`src/rtl/divider_n_seq.sv`:
```
// Sequential restoring divider: one quotient bit per clock through a subtractor_n stage.
// Optional sticky_o output (remainder != 0) is enabled by defining DIVIDER_STICKY_EN.

module subtractor_n #(
    parameter int width = 25
) (
    input  logic [width-1:0] a_i,
    input  logic [width-1:0] b_i,
    output logic [width-1:0] diff_o,
    output logic             borrow_o
);
    assign {borrow_o, diff_o} = {1'b0, a_i} - {1'b0, b_i};
endmodule

// state | meaning
// IDLE  | waiting for start_i; accepts operands
// RUN   | one restoring iteration per cycle, nb_bit cycles
// DONE  | one-cycle done_o pulse with results valid
module divider_n_seq #(
    parameter int nb_bit = 24
) (
    input  logic              clk_i,
    input  logic              rst_i,
    input  logic              start_i,
    input  logic [nb_bit-1:0] dividend_i,
    input  logic [nb_bit-1:0] divisor_i,
    output logic              busy_o,
    output logic              done_o,
    output logic [nb_bit-1:0] quotient_o,
    output logic [nb_bit-1:0] remainder_o,
`ifdef DIVIDER_STICKY_EN
    output logic              sticky_o,
`endif
    output logic              div_zero_o
);
    localparam int cw = (nb_bit > 1) ? $clog2(nb_bit) : 1;

    typedef enum logic [1:0] {IDLE, RUN, DONE} state_t;

    state_t            state, state_next;
    logic [nb_bit:0]   rem, rem_next, shifted, diff;
    logic [nb_bit-1:0] quot, quot_next, div;
    logic [cw-1:0]     count;
    logic              borrow, last, accept, zero_div;
    logic              unused_rem_msb;

    assign shifted  = {rem[nb_bit-1:0], quot[nb_bit-1]};
    assign last     = (count == cw'(nb_bit - 1));
    assign accept   = (state == IDLE) && start_i;
    assign zero_div = (divisor_i == '0);
    assign busy_o   = (state == RUN);
    assign done_o   = (state == DONE);

    // The restored remainder is always below the divisor, so its top bit stays clear.
    assign unused_rem_msb = rem[nb_bit];

    subtractor_n #(.width(nb_bit + 1)) u_sub (
        .a_i      (shifted),
        .b_i      ({1'b0, div}),
        .diff_o   (diff),
        .borrow_o (borrow)
    );

    always_comb begin
        rem_next  = borrow ? shifted : diff;
        quot_next = {quot[nb_bit-2:0], ~borrow};
    end

    always_ff @(posedge clk_i or posedge rst_i) begin
        if (rst_i) state <= IDLE;
        else       state <= state_next;
    end

    always_comb begin
        state_next = state;
        case (state)
            IDLE:    if (start_i) state_next = zero_div ? DONE : RUN;
            RUN:     if (last)    state_next = DONE;
            DONE:    state_next = IDLE;
            default: state_next = IDLE;
        endcase
    end

    always_ff @(posedge clk_i or posedge rst_i) begin
        if (rst_i) begin
            rem         <= '0;
            quot        <= '0;
            div         <= '0;
            count       <= '0;
            quotient_o  <= '0;
            remainder_o <= '0;
            div_zero_o  <= 1'b0;
`ifdef DIVIDER_STICKY_EN
            sticky_o    <= 1'b0;
`endif
        end else if (accept) begin
            if (zero_div) begin
                quotient_o  <= '1;
                remainder_o <= dividend_i;
                div_zero_o  <= 1'b1;
`ifdef DIVIDER_STICKY_EN
                sticky_o    <= |dividend_i;
`endif
            end else begin
                rem   <= '0;
                quot  <= dividend_i;
                div   <= divisor_i;
                count <= '0;
            end
        end else if (state == RUN) begin
            rem   <= rem_next;
            quot  <= quot_next;
            count <= count + cw'(1);
            if (last) begin
                quotient_o  <= quot_next;
                remainder_o <= rem_next[nb_bit-1:0];
                div_zero_o  <= 1'b0;
`ifdef DIVIDER_STICKY_EN
                sticky_o    <= |rem_next[nb_bit-1:0];
`endif
            end
        end
    end
endmodule
```
`config.mk`:
```
export PLATFORM = sky130hd
export DESIGN_NAME = divider_n_seq
export DESIGN_NICKNAME = d
export VERILOG_FILES = /design/src/rtl/divider_n_seq.sv
export SDC_FILE = /design/constraint.sdc
export NUM_CORES = 1
export LEC_CHECK = 0
export ABC_AREA = 0
export BUFFER_PORTS_ARGS = -buffer_cell sky130_fd_sc_hd__buf_2
export CELL_PAD_IN_SITES_DETAIL_PLACEMENT = 1
export CELL_PAD_IN_SITES_GLOBAL_PLACEMENT = 2
export CORE_MARGIN = 2
export CORE_UTILIZATION = 37
export CTS_BUF_LIST = sky130_fd_sc_hd__clkbuf_4 sky130_fd_sc_hd__clkbuf_8
export DETAILED_ROUTE_END_ITERATION = 8
export PLACE_DENSITY = 0.86
export RECOVER_POWER = 100
export SKIP_LAST_GASP = 1
export SLEW_MARGIN = 20
export SYNTH_ARGS = -nofsm -noshare
export SYNTH_HDL_FRONTEND = slang
export SYNTH_SLANG_ARGS = --single-unit
```
`constraint.sdc`:
```
create_clock -name clk_i -period 5.9 [get_ports clk_i]
set_clock_uncertainty 0.2 [all_clocks]
set_input_delay 1.18 -clock clk_i [delete_from_list [all_inputs] [get_ports clk_i]]
set_output_delay 1.18 -clock clk_i [all_outputs]
set_load 0.005 [all_outputs]
```
==> summary.txt <==
Worst setup path
  • CP endpoint kind: asynchronous set/reset pin
  • CP startpoint kind: input port
  • Critical-path cell list: clkbuf_1 > clkinvlp_2 > clkbuf_1
  • Slowest cell on crit path: clkbuf_1
  • Buffer and inverter count on the worst path: 3
  • Critical path peak fanout: 50
  • Worst path most repeated cell: clkbuf_1
  • CP Data Required Time: a little under 6 ns
  • Crit path DAT: roughly 4.0 ns
  • Cell family with most CP delay: buffers and inverters
  • CP max stage delay: 1.45 ns
  • Setup CP Type: input port to asynchronous set/reset pin

GRT
  • Overall routing resource usage: 20.4%
  • Number of global-route vias before repair: roughly 5900
  • GRT Residual Overflow: 0
  • Initial antenna violation count: 1
  • First-pass GRT wire length: 31.7 mm
  • Largest net degree at the start of global routing: 51

Layout
  • Synth-to-Final Area Change: 14.5%
  • Layout cell share with drive strength beyond 1: about a fifth
  • Filler instances: between 2000 and 2500
  • Final #Nets: 919
  • Area of the multi-input gates: ~3400 um2
  • Fin util: approximately 43%
  • Final non-filler cell total: approximately 1100
  • Total area of sequential cells: ~3200 um2
  • Diodes inserted: 0

Route
  • DR iter-0 viols: 317
  • Initial DRT Pass Iterations: 4
  • Highest metal used: met5
  • Average vias per placed instance: 5.21
  • WL met1: a little under 10 mm
  • Met3 routed WL: 1.01 mm
  • # DRC: 0
  • Met2 wire len: between 8 and 9 mm
  • Routed Antenna Nets: 0
  • Drt total wl: around 20 mm
  • Post-DR wirelength/cell: 18.0 um
  • Via Count: approximately 5700

Pwr
  • Pleak: around 3.5 nW
  • Combinational power share: between 50% and 60%
  • Flop pwr share: about 30%
  • Psw: 0.00255 W
  • P_int: a little under 0.003 W
  • Clock power frac: 13.6%
  • Sw Share: between 40% and 50%
  • Power per Cell Area: 684 nW/um2
  • Max VDD drop: 0.293 mV

Timing
  • Crit share post-route: 68.0%
  • Max_slew headroom: -50.6%
  • Max-slew violation count: 87
  • Max Clk Rate: about 0.25 GHz
  • RSZ-0062 raised after global routing: false
  • Fin Setup TNS: 0 ns
  • Post-layout min period: 4.01 ns
  • Final setup violating endpoints: 0
  • Fin. Hold Viols: 0
  • Worst hold-check slack: around 0.31 ns
  • Worst Tran Pin Value: between 2 and 2.5 ns

Clocking
  • CTS Sinks: 128
  • CTS Buf Count: 17
  • CTS tree: yes
  • Setup Buffers After CTS: 0
  • CTS clock-pin slew for the worst setup and hold paths: roughly 0.070 ns
  • Clk buf depth: 2
  • H-tree levels: 4
  • Post-CTS Resized: 0
  • Worst skew pair latency: roughly 0.46 ns
  • Cts hold-fix bufs: 0
  • Root Driver: clkbuf_8

Synthesis
  • Synth async-reset ratio: 100%
  • Seq/Total Area, Yosys: a little under half
  • Number of flops mapped to enable cells by yosys: 0
  • Mapped Area: slightly below 7000 um2
  • Post-synth cell types: between 60 and 70
  • FF+latch count, synth: around 130
  • Mapped Nets: 829
  • Synth area leaders: dfrtp_1, nand2_1, o21ai_0, ha_1, nor2_1
  • Yosys top cell by area: dfrtp_1
  • Synth Instances: between 700 and 800
  • Mean Syn Cell Area: 9.23 um2
  • Ys flop type: dfrtp_1
  • Post-synth top area share: 46.1%
  • Syn. warnings: 0

Place
  • Hpwl dp: around 14 mm
  • Dpl cells: 1057
  • Port bufs: about 100
  • GPL Wtd Cong: between 0.8 and 0.9

Run
  • Max-Cap Viols: 2

Floorplan
  • Ports: between 100 and 150
  • Die footprint: ~20000 um2
  • Chip height: 141 um
  • Chip Width: ~140 um
  • Cell row count: 50
  • Initial core utilization: a little under two fifths
  • Core Region: between 15000 and 20000 um2

Min path
  • Hold Path Class: flip-flop to flip-flop

Status
  • Status: finished, violations left
  • Failing checks: capacitance limit, slew limit
## area by class of cell
cell class	instances	area share (%)
well taps	234	3.68
inverters	34	1.62
clock inverters	14	1.67
flip-flops and latches	128	40.3
multi-input cells	551	42.9
repair buffers	110	6.77
clock buffers	18	3.04
## stage by stage
| stage | setup WS (ns) | instance area (um2) | power (W) |
|---|---|---|---|
| finish | 1.89 | 7950 | 0.00544 |
| global route | 1.14 | 7950 | 0.00595 |
| CTS | 2.00 | 8020 | 0.00554 |
| detailed placement | 1.55 | 7640 | 0.00476 |
| global placement | 1.58 | 7640 | 0.00469 |
| floorplan | 1.11 | 6940 | 0.00394 |
## path summary, 6_finish.rpt
kind / startpoint / to / slack [ns] / depth (start not counted)
setup / recovery: rst_i / div[14] / 1.89 / 3
hold reg to reg: div[15] / div[15] / 0.31 / 1
max in group clk_i: divisor_i[4] / quot[19] / 2.07 / 8
min in group asynchronous: rst_i / quotient_o[6] / 1.09 / 2
hold / removal: div[15] / div[15] / 0.31 / 1
setup reg to reg: state[1] / remainder_o[8] / 2.48 / 6
## cells in the mapped netlist, types with 3 or more instances
cell type / instances
a31oi_1: 6
o22a_1: 5
xnor2_1: 10
o22ai_1: 4
and2_1: 8
clkbuf_1: 25
a21boi_0: 3
mux2_2: 24
and3_1: 10
xor2_1: 10
a21o_1: 7
nor2b_1: 4
nand2b_1: 5
nand4_1: 4
nand3_1: 4
ha_1: 25
buf_6: 3
o21ai_1: 12
o21ai_0: 65
nor3_1: 13
inv_1: 32
dfrtp_1: 128
nor2_1: 76
buf_2: 4
mux2i_1: 25
a21oi_1: 43
a211oi_1: 3
o31ai_1: 9
nand2_1: 127
buf_1: 5
nor4_1: 6
## cell families (layout without fill, tap and decap cells)
family                     Yosys count  in the layout  synth area share [%]
and+or+nand+nor                    271            271                  17.1
buffers and inverters               73            176                  4.45
AOI/OAI and AO/OA                  185            185                  17.5
muxes                               49             49                  7.50
adders and majority gates           26             26                  4.79
DFF                                128            128                  46.1
xor gates and xnor gates            20             20                  2.52
## state kept, by name, indices dropped and copies added (netlist names)
name	count
div_zero_o	1
quotient_o	24
remainder_o	24
div	24
count	5
state	2
quot	24
rem	24
## layer usage
layer	vias to the layer above	GRT usage (%)
met5	-	0
met4	2	4.32
met3	11	5.77
met2	101	30.7
met1	2789	29.3
li1	2776	-
## power by group through the flow
stage	registers (W)	clock network, W	logic (W)
after floorplan	0.00153	0	0.00241
after global placement	0.00160	0	0.00309
after detailed placement	0.00160	0	0.00316
after CTS	0.00159	0.000760	0.00319
after global routing	0.00165	0.000793	0.00350
final	0.00159	0.000738	0.00311
## cells in the final DEF (no fill, tap or decap), drive strengths merged, types with 24 or more instances in the layout
cell	count
dfrtp	128
nand2	128
buf	85
o21ai	79
nor2	77
a21oi	45
clkbuf	43
inv	36
mux2i	25
ha	25
mux2	24
Note: power is estimated with default switching activity, not from simulation.
